File: src/rtl/tlul_steer_pkg.sv
// -----------------------------------------------------------------------------
// tlul_steer_pkg
// Shared definitions for the TL-UL 1:N steering controller.
//   steer_state_e : controller state (IDLE / ACTIVE / DRAIN)
//   DepthFieldW   : width of one per-device field in the packed depth vector
//   dev_depth()   : extracts device i's field from a packed depth vector
// -----------------------------------------------------------------------------
package tlul_steer_pkg;

    localparam int unsigned DepthFieldW  = 4;
    localparam int unsigned MaxDevs      = 15;
    localparam int unsigned DepthVecMaxW = DepthFieldW * (MaxDevs + 1);

    typedef enum logic [1:0] {
        IDLE,
        ACTIVE,
        DRAIN
    } steer_state_e;

    // Depth vector is zero-extended by the caller, so indices past the real
    // device count read back 0.
    function automatic logic [DepthFieldW-1:0] dev_depth(
        input logic [DepthVecMaxW-1:0] depth_vec,
        input int unsigned             idx
    );
        return depth_vec[DepthFieldW*idx +: DepthFieldW];
    endfunction

endpackage

File: src/rtl/tlul_steer_ctrl_if.sv
// -----------------------------------------------------------------------------
// tlul_steer_ctrl_if
// Host/device handshake bundle for tlul_steer_ctrl.
//   host A : host_a_valid_i, dev_sel_i (in) / host_a_ready_o (out)
//   dev A  : dev_a_valid_o (out, N+1) / dev_a_ready_i (in, N+1)
//   dev D  : dev_d_valid_i (in, N+1) / dev_d_ready_o (out, N+1)
//   host D : host_d_valid_o (out) / host_d_ready_i (in), d_sel_o (out)
// Modports: master = environment side, slave = controller side.
// -----------------------------------------------------------------------------
interface tlul_steer_ctrl_if #(
    parameter int unsigned N    = 4,
    parameter int unsigned SelW = $clog2(N + 1)
);
    logic            host_a_valid_i;
    logic            host_a_ready_o;
    logic [SelW-1:0] dev_sel_i;
    logic [N:0]      dev_a_valid_o;
    logic [N:0]      dev_a_ready_i;
    logic [N:0]      dev_d_valid_i;
    logic [N:0]      dev_d_ready_o;
    logic            host_d_valid_o;
    logic            host_d_ready_i;
    logic [SelW-1:0] d_sel_o;

    modport master (
        output host_a_valid_i, dev_sel_i, dev_a_ready_i, dev_d_valid_i, host_d_ready_i,
        input  host_a_ready_o, dev_a_valid_o, dev_d_ready_o, host_d_valid_o, d_sel_o
    );

    modport slave (
        input  host_a_valid_i, dev_sel_i, dev_a_ready_i, dev_d_valid_i, host_d_ready_i,
        output host_a_ready_o, dev_a_valid_o, dev_d_ready_o, host_d_valid_o, d_sel_o
    );
endinterface

File: src/rtl/tlul_steer_cnt.sv
// -----------------------------------------------------------------------------
// tlul_steer_cnt
// Outstanding-request up/down counter.
//   clk_i, rst_ni : clock, async active-low reset
//   inc, dec      : increment / decrement requests (both = hold)
//   lim           : current limit for the at_lim compare
//   cnt, cnt_nxt  : registered count and its next value
//   at_lim        : cnt >= lim
// -----------------------------------------------------------------------------
module tlul_steer_cnt #(
    parameter int unsigned CntW = 4
) (
    input  logic            clk_i,
    input  logic            rst_ni,
    input  logic            inc,
    input  logic            dec,
    input  logic [CntW-1:0] lim,
    output logic [CntW-1:0] cnt,
    output logic [CntW-1:0] cnt_nxt,
    output logic            at_lim
);
    always_comb begin
        cnt_nxt = cnt;
        if (inc && !dec) begin
            cnt_nxt = cnt + CntW'(1);
        end else if (dec && !inc) begin
            cnt_nxt = cnt - CntW'(1);
        end
    end

    assign at_lim = (cnt >= lim);

    always_ff @(posedge clk_i or negedge rst_ni) begin
        if (!rst_ni) begin
            cnt <= '0;
        end else begin
            cnt <= cnt_nxt;
        end
    end
endmodule

File: src/rtl/tlul_steer_ctrl.sv
// -----------------------------------------------------------------------------
// tlul_steer_ctrl
// Steering controller for a 1:N TL-UL socket. Routes host A requests to one of
// N devices or the error responder (index N), keeps responses in issue order
// by only switching target once all outstanding responses have returned.
//   clk_i, rst_ni  : clock, async active-low reset
//   bus            : tlul_steer_ctrl_if.slave handshake bundle
//   block_i        : stop accepting requests and drain
//   outstanding_o  : outstanding request count
//   idle_o         : count is 0 and state is IDLE
//   stall_cnt_o    : (TLUL_STEER_STATS_EN only) saturating count of cycles
//                    stalled solely by a target switch
// Optional feature macro: TLUL_STEER_STATS_EN
// -----------------------------------------------------------------------------
module tlul_steer_ctrl
    import tlul_steer_pkg::*;
#(
    parameter int unsigned     N              = 4,
    parameter int unsigned     MaxOutstanding = 8,
    parameter bit [4*N-1:0]    DevDepth       = 16'h2222,
    parameter int unsigned     CntW           = $clog2(MaxOutstanding + 1)
) (
    input  logic               clk_i,
    input  logic               rst_ni,
    tlul_steer_ctrl_if.slave   bus,
    input  logic               block_i,
    output logic [CntW-1:0]    outstanding_o,
`ifdef TLUL_STEER_STATS_EN
    output logic [15:0]        stall_cnt_o,
`endif
    output logic               idle_o
);
    localparam int unsigned SelW = $clog2(N + 1);
    localparam logic [DepthVecMaxW-1:0] DepthVec = DepthVecMaxW'(DevDepth);

    steer_state_e    state;
    logic [SelW-1:0] tgt;
    logic [SelW-1:0] steer_q;
    logic [CntW-1:0] lim;
    logic [CntW-1:0] cnt;
    logic [CntW-1:0] cnt_nxt;
    logic            at_lim;
    logic            cnt_nz;
    logic            same_tgt;
    logic            go;
    logic            a_hs;
    logic            d_hs;
    logic [N:0]      a_valid;
    logic [N:0]      d_ready;

    // Out-of-range selects and disabled devices go to the error responder.
    always_comb begin
        tgt = SelW'(N);
        if (bus.dev_sel_i < SelW'(N) &&
            dev_depth(DepthVec, int'(bus.dev_sel_i)) != '0) begin
            tgt = bus.dev_sel_i;
        end
    end

    always_comb begin
        lim = CntW'(MaxOutstanding);
        if (tgt != SelW'(N) &&
            int'(dev_depth(DepthVec, int'(tgt))) < int'(MaxOutstanding)) begin
            lim = CntW'(dev_depth(DepthVec, int'(tgt)));
        end
    end

    assign cnt_nz   = (cnt != '0);
    assign same_tgt = !cnt_nz || (tgt == steer_q);
    assign go       = bus.host_a_valid_i && !block_i && !at_lim && same_tgt;
    assign a_hs     = go && bus.dev_a_ready_i[tgt];
    assign d_hs     = cnt_nz && bus.host_d_ready_i && bus.dev_d_valid_i[steer_q];

    always_comb begin
        a_valid          = '0;
        d_ready          = '0;
        a_valid[tgt]     = bus.host_a_valid_i && go;
        d_ready[steer_q] = cnt_nz && bus.host_d_ready_i;
    end

    assign bus.dev_a_valid_o  = a_valid;
    assign bus.dev_d_ready_o  = d_ready;
    assign bus.host_a_ready_o = a_hs;
    assign bus.host_d_valid_o = cnt_nz && bus.dev_d_valid_i[steer_q];
    assign bus.d_sel_o        = steer_q;
    assign outstanding_o      = cnt;
    assign idle_o             = !cnt_nz && (state == IDLE);

    tlul_steer_cnt #(
        .CntW (CntW)
    ) u_cnt (
        .clk_i   (clk_i),
        .rst_ni  (rst_ni),
        .inc     (a_hs),
        .dec     (d_hs),
        .lim     (lim),
        .cnt     (cnt),
        .cnt_nxt (cnt_nxt),
        .at_lim  (at_lim)
    );

    always_ff @(posedge clk_i or negedge rst_ni) begin
        if (!rst_ni) begin
            state   <= IDLE;
            steer_q <= '0;
        end else begin
            if (a_hs) begin
                steer_q <= tgt;
            end
            unique case (state)
                IDLE: begin
                    if (a_hs) state <= ACTIVE;
                end
                ACTIVE: begin
                    // Reaching zero wins over block: nothing left to drain.
                    if (cnt_nxt == '0)  state <= IDLE;
                    else if (block_i)   state <= DRAIN;
                end
                DRAIN: begin
                    if (cnt_nxt == '0)  state <= IDLE;
                end
                default: state <= IDLE;
            endcase
        end
    end

`ifdef TLUL_STEER_STATS_EN
    logic switch_stall;

    assign switch_stall = bus.host_a_valid_i && !block_i && !at_lim &&
                          cnt_nz && (tgt != steer_q);

    always_ff @(posedge clk_i or negedge rst_ni) begin
        if (!rst_ni) begin
            stall_cnt_o <= '0;
        end else if (switch_stall && stall_cnt_o != '1) begin
            stall_cnt_o <= stall_cnt_o + 16'd1;
        end
    end
`endif
endmodule

File: src/flat_wrapper.sv
// flat-port wrapper written by rule: the top's interface ports become plain ports
module tlul_steer_ctrl_flat import tlul_steer_pkg::*;
#(
    parameter int unsigned     N              = 4,
    parameter int unsigned     MaxOutstanding = 8,
    parameter bit [4*N-1:0]    DevDepth       = 16'h2222,
    parameter int unsigned     CntW           = $clog2(MaxOutstanding + 1)
)
  (clk_i, rst_ni, block_i, outstanding_o, idle_o, bus_host_a_valid_i, bus_dev_sel_i, bus_dev_a_ready_i, bus_dev_d_valid_i, bus_host_d_ready_i, bus_host_a_ready_o, bus_dev_a_valid_o, bus_dev_d_ready_o, bus_host_d_valid_o, bus_d_sel_o);
  tlul_steer_ctrl_if #(.N(N)) bus_i ();
  input  logic clk_i;
  input  logic rst_ni;
  input  logic block_i;
  output logic [CntW-1:0] outstanding_o;
  output logic idle_o;
  input wire logic [$bits(bus_i.host_a_valid_i)-1:0] bus_host_a_valid_i;
  input wire logic [$bits(bus_i.dev_sel_i)-1:0] bus_dev_sel_i;
  input wire logic [$bits(bus_i.dev_a_ready_i)-1:0] bus_dev_a_ready_i;
  input wire logic [$bits(bus_i.dev_d_valid_i)-1:0] bus_dev_d_valid_i;
  input wire logic [$bits(bus_i.host_d_ready_i)-1:0] bus_host_d_ready_i;
  output wire logic [$bits(bus_i.host_a_ready_o)-1:0] bus_host_a_ready_o;
  output wire logic [$bits(bus_i.dev_a_valid_o)-1:0] bus_dev_a_valid_o;
  output wire logic [$bits(bus_i.dev_d_ready_o)-1:0] bus_dev_d_ready_o;
  output wire logic [$bits(bus_i.host_d_valid_o)-1:0] bus_host_d_valid_o;
  output wire logic [$bits(bus_i.d_sel_o)-1:0] bus_d_sel_o;
  assign bus_i.host_a_valid_i = bus_host_a_valid_i;
  assign bus_i.dev_sel_i = bus_dev_sel_i;
  assign bus_i.dev_a_ready_i = bus_dev_a_ready_i;
  assign bus_i.dev_d_valid_i = bus_dev_d_valid_i;
  assign bus_i.host_d_ready_i = bus_host_d_ready_i;
  assign bus_host_a_ready_o = bus_i.host_a_ready_o;
  assign bus_dev_a_valid_o = bus_i.dev_a_valid_o;
  assign bus_dev_d_ready_o = bus_i.dev_d_ready_o;
  assign bus_host_d_valid_o = bus_i.host_d_valid_o;
  assign bus_d_sel_o = bus_i.d_sel_o;
  tlul_steer_ctrl #(.N(N), .MaxOutstanding(MaxOutstanding), .DevDepth(DevDepth), .CntW(CntW)) u_core (.clk_i(clk_i), .rst_ni(rst_ni), .bus(bus_i), .block_i(block_i), .outstanding_o(outstanding_o), .idle_o(idle_o));
endmodule
File: config.mk
export PLATFORM = sky130hd
export DESIGN_NAME = tlul_steer_ctrl_flat
export DESIGN_NICKNAME = d
export VERILOG_FILES = /design/src/rtl/tlul_steer_pkg.sv /design/src/rtl/tlul_steer_ctrl_if.sv /design/src/rtl/tlul_steer_cnt.sv /design/src/rtl/tlul_steer_ctrl.sv /design/src/flat_wrapper.sv
export SDC_FILE = /design/constraint.sdc
export NUM_CORES = 1
export LEC_CHECK = 0
export BUFFER_PORTS_ARGS = -buffer_cell sky130_fd_sc_hd__buf_4
export CAP_MARGIN = 30
export CORE_MARGIN = 4
export CORE_UTILIZATION = 34
export DETAILED_ROUTE_END_ITERATION = 10
export PLACE_DENSITY = 0.68
export RECOVER_POWER = 100
export SLEW_MARGIN = 5
export SYNTH_ARGS = -nofsm -noshare
export SYNTH_HDL_FRONTEND = slang
export SYNTH_SLANG_ARGS = --single-unit
File: constraint.sdc
create_clock -name clk_i -period 7.1 [get_ports clk_i]
set_input_delay 0 -clock clk_i [delete_from_list [all_inputs] [get_ports clk_i]]
set_output_delay 0 -clock clk_i [all_outputs]
set_load 0.01 [all_outputs]
==> Word-level counts from Yosys, hierarchy flattened <==
Index checks and enable logic that the tools add are counted.
{ "classes": {"add_sub_neg": 2, "n_lt_le_gt_ge": 7, "n_eq_ne": 7, "n_shift": 2, "muxes": 17, "n_bitwise": 2, "reduce_logical": 26} }
{ "op_table": {"columns": ["cell", "count"], "rows": [
  ["$shiftx 64x6->4 const A", 2],
  ["$logic_and 1x1->1", 15],
  ["$mux 4", 3],
  ["$and 5x5->5", 2],
  ["$lt 3x4->1 const B", 2],
  ["$mux 2", 4],
  ["$reduce_bool 4->1", 2],
  ["$bmux 1 s3", 2],
  ["$demux 1 s3", 2],
  ["$ge 3x1->1 const B", 2],
  ["$pmux 2 s3", 1],
  ["$logic_not 1->1", 5],
  ["$add 4x1->4 const B", 1],
  ["$ge 4x4->1", 1],
  ["$logic_not 4->1", 1],
  ["$lt 4x4->1 const B", 1],
  ["$mux 1", 4],
  ["$sub 4x1->4 const B", 1],
  ["$eq 3x3->1", 1],
  ["$lt 3x3->1 const B", 1],
  ["$mux 3", 1],
  ["$ne 3x2->1 const B", 1],
  ["$ne 3x3->1 const B", 1],
  ["$reduce_and 3->1", 1],
  ["other kinds (6)", 6]
]} }
{ "totals": {"regBits": 9, "input_bits": 18, "elab_cells": 66} }

==> Longest topological paths before layout <==
Gate-level depths: netlist of the first run.
{ "depth": {"depth_word": 20, "ltp_mapped": 11, "depth_no_buf": 9} }

==> Hierarchy <==
Synthesis of the first run repeated with hierarchy kept, for this count alone.
{ "unflattened": {"cells_unflattened": 98, "area_unflattened_um2": 883.3} }
{ "by_module_without_submodules": {"columns": ["mod", "n_inst", "cells_each", "area_per_inst_um2", "seq_area_each_um2"], "rows": [
  ["tlul_steer_ctrl", 1, 61, 540.5, 125.1],
  ["tlul_steer_cnt", 1, 37, 342.8, 100.1]
]} }

==> Worst setup path before layout of the first run <==
OpenSTA, ideal clock, no wires.
{ "synth_path": {"path_kind": "register -> register", "start": "register u_core.u_cnt.cnt[0]", "end": "register u_core.state[0]", "setup_time_ns": 0.125, "arrival_ns": 2.341, "t_required_ns": 6.975, "path_slack_ns": 4.635, "path_stages_with_launch": 11, "n_path_buf": 1, "synth_period_minus_slack_ns": 2.465, "cell_sequence": "dfrtp_1 > inv_1 > ha_1 > or3b_2 > nand2_2 > or3_4 > buf_6 > a2111oi_4 > o21ai_1 > a211oi_2 > o41ai_2"} }
{ "synth_via": {"elab_chain_cells": 12, "elab_cells_between_ends": 25, "classes_between": "add/sub: 2; order compare: 1; eq/ne: 3; mux: 4; reduce/logical: 15"} }
{ "synth_rtl": {"columns": ["element", "line_no", "text"], "rows": [
  ["from (decl)", "tlul_steer_cnt.sv:18", "output logic [CntW-1:0] cnt,"],
  ["from (signal assigned)", "tlul_steer_cnt.sv:37", "cnt <= cnt_nxt;"],
  ["$ge 4x4->1 or $reduce_bool 4->1 (tied branches)", "tlul_steer_cnt.sv:31, tlul_steer_ctrl.sv:68", null],
  ["$logic_not 1->1, on equally long branches", "tlul_steer_ctrl.sv:70, tlul_steer_ctrl.sv:69", null],
  ["$logic_and 1x1->1 or $logic_or 1x1->1 (tied branches)", "tlul_steer_ctrl.sv:70, tlul_steer_ctrl.sv:69", null],
  ["$logic_and 1x1->1", "tlul_steer_ctrl.sv:70", "assign go = bus.host_a_valid_i && !block_i && !at_lim && same_tgt;"],
  ["$logic_and 1x1->1", "tlul_steer_ctrl.sv:71", "assign a_hs = go && bus.dev_a_ready_i[tgt];"],
  ["$logic_not 1->1", "tlul_steer_cnt.sv:26", "end else if (dec && !inc) begin"],
  ["$logic_and 1x1->1", "tlul_steer_cnt.sv:26", null],
  ["$mux 4", "tlul_steer_cnt.sv:26", null],
  ["$mux 4", "tlul_steer_cnt.sv:24", "if (inc && !dec) begin"],
  ["$logic_not 4->1", "tlul_steer_ctrl.sv:116, tlul_steer_ctrl.sv:120", null],
  ["$ne 3x2->1 (no line), or another cell as far along", null, null],
  ["$reduce_and 3->1 (no line) or $pmux 2 s3 (tied branches)", null, null],
  ["to (signal assigned)", "tlul_steer_ctrl.sv:116", "if (cnt_nxt == '0) state <= IDLE;"],
  ["to (signal assigned)", "tlul_steer_ctrl.sv:117", "else if (block_i) state <= DRAIN;"],
  ["to (signal assigned)", "tlul_steer_ctrl.sv:120", "if (cnt_nxt == '0) state <= IDLE;"],
  ["to (decl)", "tlul_steer_ctrl.sv:36", "steer_state_e state;"]
]} }
Parallel ways exist; a longest one is shown, timed or not.
A chain may end at the register's enable or synchronous reset.

==> Final worst setup path of the first run <==
Ends and elaborated chain as after synthesis.

==> impl_metrics.env, run 1 <==
export IMPL_yosysWarnings=0
export IMPL_synthFlopType="dfrtp_1"
export IMPL_r2r_slack_ns=3.62
export IMPL_reg2reg_from="u_core.u_cnt.cnt[0]$_DFF_PN0_"
export IMPL_grt_pass1_wl_mm=3.919
export IMPL_syn_nets=129
export IMPL_relSlewSlack=0.2498
export IMPL_post_cts_buffers=0
export IMPL_drt_first_pass_iters=4
export IMPL_drtIter0Drc=36
export IMPL_syn_avg_cell_area_um2=8.899
export IMPL_htreeDepth=1
export IMPL_grt_overflow=0
export IMPL_port_buffers=37
export IMPL_p_leak_nw=0.5046
export IMPL_hold_class="in -> reg"
export IMPL_critical_path_buf_inv_count=1
export IMPL_critPathArrivalTime_ns=3.62
export IMPL_maxSlewViolCount=0
export IMPL_fin_crit_sh=0.4901
export IMPL_vdd_ir_drop_worst_uv=189.8
export IMPL_core_um2=2567
export IMPL_rr_worst_depth=8
export IMPL_cts_tree="yes"
export IMPL_ant_nets=0
export IMPL_initial_core_util=0.3709
export IMPL_worstPathRequired_ns=7.24
export IMPL_grt_pass1_vias=919
export IMPL_dieArea_um2=3711
export IMPL_antennaDiodeCount=0
export IMPL_vias=926
export IMPL_critical_path_class="reg -> reg"
export IMPL_cts_num_sinks=9
export IMPL_hold_path_startpoint="bus_dev_sel_i[2]"
export IMPL_crit_path_end_kind="flip-flop"
export IMPL_layout_nets=168
export IMPL_drc=0
export IMPL_final_cell_mix="20 x clkbuf_1, 18 x buf_4, 12 x nand2_1"
export IMPL_grt_max_degree=13
export IMPL_async_reset_ff_frac=1.000
export IMPL_ys_ff_latch=9
export IMPL_multi_input_area_um2=638.1
export IMPL_setup_viol=0
export IMPL_die_h_um=60.92
export IMPL_fin_setup_tns_ns=0
export IMPL_status="completed"
export IMPL_critPathTopFamily="compound AO/OA/AOI/OAI gates"
export IMPL_place_gp_congestion=0.8778
export IMPL_clock_path_buffers=2
export IMPL_power_density_nw_per_um2=342.3
export IMPL_grt_usage=0.1381
export IMPL_antenna_found_initial=0
export IMPL_clock_latency_ns=0.26
export IMPL_wl_mm=2.527
export IMPL_skew_ns=0.003228
export IMPL_area_growth_pct=24.31
export IMPL_clkTransAtPathRegs_ns=0.06
export IMPL_critPathMaxStageDelay_ns=0.97
export IMPL_drv_cap=0
export IMPL_fp_dieW_um=60.92
export IMPL_synth_edf_count=0
export IMPL_synthCells=107
export IMPL_numCtsBuffers=3
export IMPL_cp_start_kind="flip-flop"
export IMPL_final_common_cell="clkbuf_1"
export IMPL_synth_area_um2=952.2
export IMPL_rsz0062_at_grt="false"
export IMPL_num_rows=18
export IMPL_slowest_stage="o311ai_0"
export IMPL_ys_types=44
export IMPL_finalPower_mw=0.4052
export IMPL_hold_violations=0
export IMPL_drive_above_1_share=0.2414
export IMPL_min_period_ns=3.480
export IMPL_regToRegEndpoint="u_core.state[0]$_DFFE_PN0P_"
export IMPL_dp_hpwl_mm=2.118
export IMPL_routed_via_density=5.291
export IMPL_ios=38
export IMPL_hold_end="u_core.bus.d_sel_o[2]$_DFFE_PN0P_"
export IMPL_wire_per_inst_um=14.44
export IMPL_root_buffer="clkbuf_4"
export IMPL_critPathMaxFanout=12
export IMPL_worstPathCellList="inv_1 -> ha_1 -> nor3b_1 -> o311ai_0 -> nor2_1 -> a311o_2 -> a211oi_1 -> o41ai_2"
export IMPL_fmax_mhz=287.4
export IMPL_tightestPinTransition_ns=1.111
export IMPL_seq_area_frac_synth=0.2365
export IMPL_seq_area_um2=225.2
export IMPL_min_path_cells=3
export IMPL_fillers=271
## per-layer routing
layer  routed length (um)  vias to the layer above  global-route usage
li1                     -                      468                   -
met1                 1065                      423              0.1686
met2                 1252                       31              0.2397
met3                  197                        4             0.03830
met4                   12                        0             0.03406
met5                    0                        -                   0
## worst max path at each step
stage,from,end,slack (ns),cells past startpoint
after floorplan,u_core.u_cnt.cnt[0]$_DFF_PN0_,u_core.state[0]$_DFFE_PN0P_,4.63,10
after global placement,u_core.u_cnt.cnt[0]$_DFF_PN0_,u_core.state[0]$_DFFE_PN0P_,4.41,8
after detailed placement,u_core.u_cnt.cnt[0]$_DFF_PN0_,u_core.state[0]$_DFFE_PN0P_,4.24,8
after CTS,u_core.u_cnt.cnt[0]$_DFF_PN0_,u_core.state[0]$_DFFE_PN0P_,4.23,8
after global routing,u_core.u_cnt.cnt[0]$_DFF_PN0_,u_core.state[0]$_DFFE_PN0P_,3.40,8
final,u_core.u_cnt.cnt[0]$_DFF_PN0_,u_core.state[0]$_DFFE_PN0P_,3.62,8
## cells in the mapped netlist (2+ instances only)
| cell | instances | area (um2) |
|---|---|---|
| nand3_1 | 2 | 10.01 |
| buf_2 | 3 | 15.01 |
| nor3_1 | 6 | 30.03 |
| inv_1 | 8 | 30.03 |
| nand2_1 | 11 | 41.29 |
| maj3_1 | 2 | 20.02 |
| o21ai_1 | 3 | 15.01 |
| xnor2_1 | 2 | 17.52 |
| and2_2 | 2 | 15.01 |
| nor2b_1 | 3 | 18.77 |
| nor4_1 | 4 | 25.02 |
| mux2_2 | 2 | 22.52 |
| nor3b_1 | 2 | 15.01 |
| o21ai_0 | 2 | 10.01 |
| dfrtp_1 | 9 | 225.2 |
| ha_1 | 4 | 50.05 |
| buf_6 | 2 | 22.52 |
| mux2i_1 | 5 | 50.05 |
| a21oi_1 | 2 | 10.01 |
| nor2_1 | 6 | 22.52 |
| and3_1 | 3 | 18.77 |
| xor2_1 | 2 | 17.52 |
## power breakdown
group | internal (mW) | leakage, nW | total, mW | switching [mW]
clock network | 0.0216 | 0.0150 | 0.0388 | 0.0172
logic | 0.110 | 0.377 | 0.251 | 0.141
registers | 0.0738 | 0.112 | 0.115 | 0.0413
total | 0.206 | 0.505 | 0.405 | 0.199
## worst register-to-register path, delay by kind of cell, from the launching register on
kind,cells,cell delay (ns)
compound gates,4,1.91
fa+ha+maj,1,0.25
flops,1,0.45
buf+inv,1,0.11
simple gates,2,0.67
## registers in the layout, indices dropped and copies added, names as in the netlist
| register | flops |
|---|---|
| u_core.bus.d_sel_o | 3 |
| u_core.state | 2 |
| u_core.u_cnt.cnt | 4 |
## cell families (layout without fill, tap and decap cells)
logic type,after synthesis,count (layout),synth area share
simple gates,48,48,0.2891
compound gates,19,19,0.2011
buf+inv,13,51,0.07095
flops,9,9,0.2365
mux,8,8,0.09198
fa+ha+maj,6,6,0.07359
xor+xnor,4,4,0.03680
## cell type report
| cell class | instances | share of cell area |
|---|---|---|
| multi-input combinational | 85 | 0.5391 |
| timing repair buffer | 39 | 0.1913 |
| sequential | 9 | 0.1903 |
| tap | 30 | 0.03171 |
| inverter | 8 | 0.02537 |
| clock buffer | 4 | 0.02220 |
## metrics by stage
step	worst slack [ns]	cells	hold slack, ns	utilization	cell area [um2]
after floorplan	4.635	107	-0.2956	-	952.2
after global placement	4.407	169	-0.1729	0.4790	1230
after detailed placement	4.242	169	-0.1696	0.4790	1230
after CTS	4.227	175	0.04216	0.4971	1276
after global routing	3.396	175	0.05628	0.4610	1184
final	3.620	175	0.04877	0.4610	1184
## repair_timing
action / CTS / global route
hold buffers: 2 / 0
resized for setup: 0 / 0
endpoints found under the hold margin: 10 / 0
Power figures use the tool's default switching activity.
==> run 2, diff against run 1 <==
--- a/config.mk
+++ b/config.mk
@@ -10,7 +10,7 @@
 export CORE_MARGIN = 4
 export CORE_UTILIZATION = 34
 export DETAILED_ROUTE_END_ITERATION = 10
-export PLACE_DENSITY = 0.68
+export PLACE_DENSITY = 0.71
 export RECOVER_POWER = 100
 export SLEW_MARGIN = 5
 export SYNTH_ARGS = -nofsm -noshare
==> constraint.sdc (replaced) <==
create_clock -name clk_i -period 2.9 [get_ports clk_i]
set_input_delay 0 -clock clk_i [delete_from_list [all_inputs] [get_ports clk_i]]
set_output_delay 0 -clock clk_i [all_outputs]
set_load 0.01 [all_outputs]
==> impl_metrics.env, run 2 (same netlist as run 1, synthesis figures left out) <==
export IMPL_cp_start_kind="flip-flop"
export IMPL_post_cts_buffers=0
export IMPL_multi_input_area_um2=659.4
export IMPL_drt_first_pass_iters=4
export IMPL_largest_register_ffs=4
export IMPL_critPathArrivalTime_ns=2.79
export IMPL_cts_num_sinks=9
export IMPL_dp_hpwl_mm=2.104
export IMPL_crit_path_end_kind="flip-flop"
export IMPL_place_gp_congestion=0.7896
export IMPL_min_period_ns=2.640
export IMPL_ant_nets=0
export IMPL_rr_worst_depth=8
export IMPL_num_rows=18
export IMPL_cts_hold_buf=2
export IMPL_grt_max_degree=12
export IMPL_vdd_ir_drop_worst_uv=545.1
export IMPL_hold_class="in -> reg"
export IMPL_tightestPinTransition_ns=0.7578
export IMPL_worstPathCellList="inv_1 -> ha_1 -> nor3b_1 -> o311ai_2 -> nor2_1 -> a311o_2 -> a211oi_2 -> o41ai_2"
export IMPL_ios=38
export IMPL_clock_path_buffers=2
export IMPL_drtIter0Drc=38
export IMPL_die_h_um=60.92
export IMPL_rsz0062_at_grt="false"
export IMPL_relSlewSlack=0.4909
export IMPL_clock_latency_ns=0.27
export IMPL_dieArea_um2=3711
export IMPL_status="completed"
export IMPL_antenna_found_initial=0
export IMPL_p_leak_nw=0.5177
export IMPL_worstPathRequired_ns=3.05
export IMPL_finalPower_mw=1.024
export IMPL_hold_violations=0
export IMPL_drive_above_1_share=0.2808
export IMPL_clkTransAtPathRegs_ns=0.07
export IMPL_cts_tree="yes"
export IMPL_seq_area_um2=225.2
export IMPL_fp_dieW_um=60.92
export IMPL_hold_end="u_core.bus.d_sel_o[2]$_DFFE_PN0P_"
export IMPL_hold_path_startpoint="bus_dev_sel_i[2]"
export IMPL_r2r_slack_ns=0.26
export IMPL_final_cell_mix="19 x buf_4, 19 x clkbuf_1, 11 x nand2_1"
export IMPL_slowest_stage="o311ai_2"
export IMPL_regToRegEndpoint="u_core.state[0]$_DFFE_PN0P_"
export IMPL_fin_crit_sh=0.9104
export IMPL_initial_core_util=0.3709
export IMPL_htreeDepth=1
export IMPL_layout_nets=169
export IMPL_top_register="u_core.u_cnt.cnt"
export IMPL_grt_pass1_wl_mm=4.174
export IMPL_port_buffers=37
export IMPL_critical_path_class="reg -> reg"
export IMPL_antennaDiodeCount=0
export IMPL_grt_pass1_vias=917
export IMPL_cts_resized=0
export IMPL_fillers=275
export IMPL_skew_ns=0.004620
export IMPL_area_growth_pct=27.46
export IMPL_grt_overflow=0
export IMPL_vias=954
export IMPL_min_path_cells=3
export IMPL_reg2reg_from="u_core.u_cnt.cnt[0]$_DFF_PN0_"
export IMPL_drc=0
export IMPL_fin_setup_tns_ns=0
export IMPL_wl_mm=2.654
export IMPL_wire_per_inst_um=15.08
export IMPL_power_density_nw_per_um2=843.5
export IMPL_root_buffer="clkbuf_4"
export IMPL_setup_viol=0
export IMPL_fin_util=0.4727
export IMPL_core_um2=2567
export IMPL_grt_usage=0.1489
export IMPL_drv_cap=0
export IMPL_numCtsBuffers=3
export IMPL_fmax_mhz=378.8
export IMPL_maxSlewViolCount=0
export IMPL_critPathMaxFanout=7
export IMPL_routed_via_density=5.420
export IMPL_critPathMaxStageDelay_ns=0.57
## run 2: cell types whose count changed in the layout (fill, tap and decap cells not counted)
cell	previous run	this run
a211oi_1	1	0
a211oi_2	0	1
buf_4	18	19
clkbuf_1	20	19
clkinv_2	0	1
nand2_1	12	11
nand2_2	0	1
o2111ai_1	2	1
o2111ai_2	0	1
o311ai_0	1	0
o311ai_2	0	1
## run 2: cell type report
type                    count  share of cell area
inverters                   8             0.02474
repair buffers             40              0.1928
clock inverters             1            0.004124
clock buffers               3             0.01856
multi-input cells          85              0.5433
flip-flops and latches      9              0.1856
well taps                  30             0.03093
## run 2: worst max-delay path: cells and delay by family (launching register included)
| family | cells | cell delay (ns) |
|---|---|---|
| AOI/OAI and AO/OA | 4 | 1.32 |
| DFF | 1 | 0.46 |
| adders and majority gates | 1 | 0.24 |
| and+or+nand+nor | 2 | 0.41 |
| buffers and inverters | 1 | 0.11 |
## run 2: power by group
| part | internal, mW | total [mW] | switching, mW |
|---|---|---|---|
| registers | 0.180 | 0.288 | 0.108 |
| clock network | 0.0510 | 0.0992 | 0.0482 |
| logic | 0.279 | 0.636 | 0.357 |
## run 2: worst max path at each step
| stage | start | to | slack [ns] |
|---|---|---|---|
| after floorplan | u_core.u_cnt.cnt[0]$_DFF_PN0_ | u_core.state[0]$_DFFE_PN0P_ | 0.43 |
| after global placement | u_core.u_cnt.cnt[0]$_DFF_PN0_ | u_core.state[0]$_DFFE_PN0P_ | 0.33 |
| after detailed placement | u_core.u_cnt.cnt[0]$_DFF_PN0_ | u_core.state[0]$_DFFE_PN0P_ | 0.26 |
| after CTS | u_core.u_cnt.cnt[0]$_DFF_PN0_ | u_core.state[0]$_DFFE_PN0P_ | 0.25 |
| after global routing | u_core.u_cnt.cnt[0]$_DFF_PN0_ | u_core.state[0]$_DFFE_PN0P_ | 0.09 |
| final | u_core.u_cnt.cnt[0]$_DFF_PN0_ | u_core.state[0]$_DFFE_PN0P_ | 0.26 |
## run 2: per-stage QoR
stage | area (um2) | worst slack (ns) | instances | hold slack, ns
floorplan | 952.2 | 0.4345 | 107 | -0.2956
global placement | 1237 | 0.3290 | 170 | -0.1712
detailed placement | 1237 | 0.2615 | 170 | -0.1678
CTS | 1285 | 0.2532 | 176 | 0.02103
global route | 1214 | 0.08753 | 176 | 0.02787
finish | 1214 | 0.2597 | 176 | 0.02171
## run 2: metal layers
metal | global-route usage | routed length (um) | vias to the layer above | share of wire
met2 | 0.2595 | 1255 | 29 | 0.47
met1 | 0.1823 | 1186 | 450 | 0.45
met3 | 0.03404 | 196 | 3 | 0.074
li1 | - | - | 472 | -
met5 | 0 | 0 | - | 0
met4 | 0.04334 | 15 | 0 | 0.0057
==> run 3, diff against run 2 <==
--- a/config.mk
+++ b/config.mk
@@ -8,10 +8,11 @@
 export BUFFER_PORTS_ARGS = -buffer_cell sky130_fd_sc_hd__buf_4
 export CAP_MARGIN = 30
 export CORE_MARGIN = 4
-export CORE_UTILIZATION = 34
+export CORE_UTILIZATION = 48
 export DETAILED_ROUTE_END_ITERATION = 10
-export PLACE_DENSITY = 0.71
+export PLACE_DENSITY = 0.88
 export RECOVER_POWER = 100
+export SKIP_LAST_GASP = 1
 export SLEW_MARGIN = 5
 export SYNTH_ARGS = -nofsm -noshare
 export SYNTH_HDL_FRONTEND = slang
==> constraint.sdc (replaced) <==
create_clock -name clk_i -period 2.5 [get_ports clk_i]
set_input_delay 0 -clock clk_i [delete_from_list [all_inputs] [get_ports clk_i]]
set_output_delay 0 -clock clk_i [all_outputs]
set_load 0.01 [all_outputs]
==> impl_metrics.env, run 3 (same netlist as run 1, synthesis figures left out) <==
export IMPL_layout_nets=180
export IMPL_htreeDepth=1
export IMPL_place_ws_ns=-0.01537
export IMPL_setup_viol=0
export IMPL_relSlewSlack=0.5935
export IMPL_vdd_ir_drop_worst_uv=806.7
export IMPL_swShare=0.4797
export IMPL_top_register="u_core.u_cnt.cnt"
export IMPL_dp_hpwl_mm=2.157
export IMPL_multi_input_area_um2=803.3
export IMPL_clockPowerShare=0.081
export IMPL_critPathMaxStageDelay_ns=0.41
export IMPL_slowest_stage="or3_4"
export IMPL_drv_cap=0
export IMPL_seq_area_um2=227.7
export IMPL_fin_crit_sh=0.9944
export IMPL_dieArea_um2=2760
export IMPL_grt_pass1_vias=983
export IMPL_fillers=104
export IMPL_drtIter0Drc=39
export IMPL_fmax_mhz=402.3
export IMPL_grt_max_degree=10
export IMPL_area_growth_pct=57.82
export IMPL_p_int_mw=0.8645
export IMPL_wl_mm=3.668
export IMPL_status="completed"
export IMPL_fin_setup_tns_ns=0
export IMPL_p_leak_nw=0.6564
export IMPL_final_common_cell="buf_4"
export IMPL_critPathArrivalTime_ns=2.68
export IMPL_ios=38
export IMPL_clock_path_buffers=2
export IMPL_switching_power_mw=0.7970
export IMPL_critPathMaxFanout=6
export IMPL_cts_num_sinks=9
export IMPL_worst_slack_ns=0.01411
export IMPL_rr_worst_depth=9
export IMPL_critical_path_class="reg -> reg"
export IMPL_drc=0
export IMPL_antenna_found_initial=0
export IMPL_num_rows=15
export IMPL_die_h_um=52.54
export IMPL_tightestPinTransition_ns=0.6098
export IMPL_power_density_nw_per_um2=1106
export IMPL_grt_overflow=0
export IMPL_root_buffer="clkbuf_4"
export IMPL_finalPower_mw=1.662
export IMPL_hold_violations=0
export IMPL_drive_above_1_share=0.5350
export IMPL_worstPathRequired_ns=2.69
export IMPL_place_gp_congestion=0.8374
export IMPL_skew_ns=0.01387
export IMPL_crit_path_end_kind="flip-flop"
export IMPL_numCtsBuffers=3
export IMPL_clkTransAtPathRegs_ns=0.09
export IMPL_initial_core_util=0.5285
export IMPL_grt_pass1_wl_mm=4.312
export IMPL_routed_via_density=6.148
export IMPL_worstPathCellList="inv_2 -> ha_4 -> or3b_4 -> nand2_4 -> or3_4 -> and4_2 -> o21ai_1 -> a211oi_2 -> o41ai_2"
export IMPL_wire_per_inst_um=20.15
export IMPL_maxSlewViolCount=0
export IMPL_min_period_ns=2.486
export IMPL_comb_power_share=0.724
export IMPL_core_um2=1802
export IMPL_port_buffers=37
export IMPL_p_seq_frac=0.195
export IMPL_grt_usage=0.2102
export IMPL_antennaDiodeCount=0
export IMPL_fp_dieW_um=52.54
export IMPL_hold_class="in -> reg"
export IMPL_largest_register_ffs=4
export IMPL_min_path_cells=3
export IMPL_ant_nets=0
export IMPL_drt_first_pass_iters=4
export IMPL_cts_tree="yes"
export IMPL_cp_start_kind="flip-flop"
export IMPL_vias=1119
export IMPL_clock_latency_ns=0.29
export IMPL_final_cell_mix="46 x buf_4, 11 x nand2_1, 7 x dfrtp_1"
## run 3: power groups by stage
stage,Sequential [mW],Clock [mW],Combinational [mW]
3_3_place_gp,0.304,0,0.841
2_1_floorplan,0.322,0,0.557
5_1_grt,0.336,0.138,1.27
6_report,0.323,0.135,1.20
4_1_cts,0.309,0.124,0.887
3_5_place_dp,0.308,0,0.871
## run 3: worst max-delay path, delay by kind of cell, from the launching register on
family                     cells  cell delay (ns)
AOI/OAI and AO/OA              3             0.79
adders and majority gates      1             0.18
buffers and inverters          1             0.08
DFF                            1             0.37
and+or+nand+nor                4             0.96
## run 3: routing by layer
layer / share of wire / GRT usage / vias to the layer above
met1: 0.36 / 0.2483 / 520
met5: 0 / 0 / -
met4: 0.042 / 0.1021 / 0
met2: 0.51 / 0.3698 / 85
met3: 0.091 / 0.02564 / 19
li1: - / - / 495
## run 3: per-stage QoR
step	hold slack, ns	cells	cell area, um2	utilization
after floorplan	-0.2956	107	952.2	-
after global placement	-0.1716	169	1261	0.7000
after detailed placement	-0.1650	169	1261	0.7000
after CTS	0.02295	175	1318	0.7313
after global routing	0.07861	182	1503	0.8340
final	0.06201	182	1503	0.8340
## run 3: path summary, 6_finish.rpt
| kind | from | end | slack, ns |
|---|---|---|---|
| max | u_core.u_cnt.cnt[1]$_DFF_PN0_ | u_core.state[0]$_DFFE_PN0P_ | 0.01 |
| min | bus_dev_sel_i[2] | u_core.bus.d_sel_o[2]$_DFFE_PN0P_ | 0.06 |
| max reg2reg | u_core.u_cnt.cnt[1]$_DFF_PN0_ | u_core.state[0]$_DFFE_PN0P_ | 0.01 |
| min reg2reg | u_core.state[1]$_DFFE_PN0P_ | u_core.state[0]$_DFFE_PN0P_ | 0.54 |
| max in group asynchronous | rst_ni | u_core.bus.d_sel_o[0]$_DFFE_PN0P_ | 1.83 |
| min in group asynchronous | rst_ni | u_core.state[0]$_DFFE_PN0P_ | 0.22 |
## run 3: layout make-up
| type | instances | share of cell area |
|---|---|---|
| clock buffers | 4 | 0.01749 |
| inverters | 8 | 0.01998 |
| multi-input cells | 85 | 0.5346 |
| flip-flops and latches | 9 | 0.1515 |
| well taps | 25 | 0.02082 |
| repair buffers | 51 | 0.2556 |
## run 3: timing repair
item                       in CTS  in global routing
hold buffers                    2                  0
setup endpoints to repair       2                  2
buffers inserted                0                  7
hold endpoints to repair       10                  0
pin swaps                       1                 10
resized for setup               3                 25
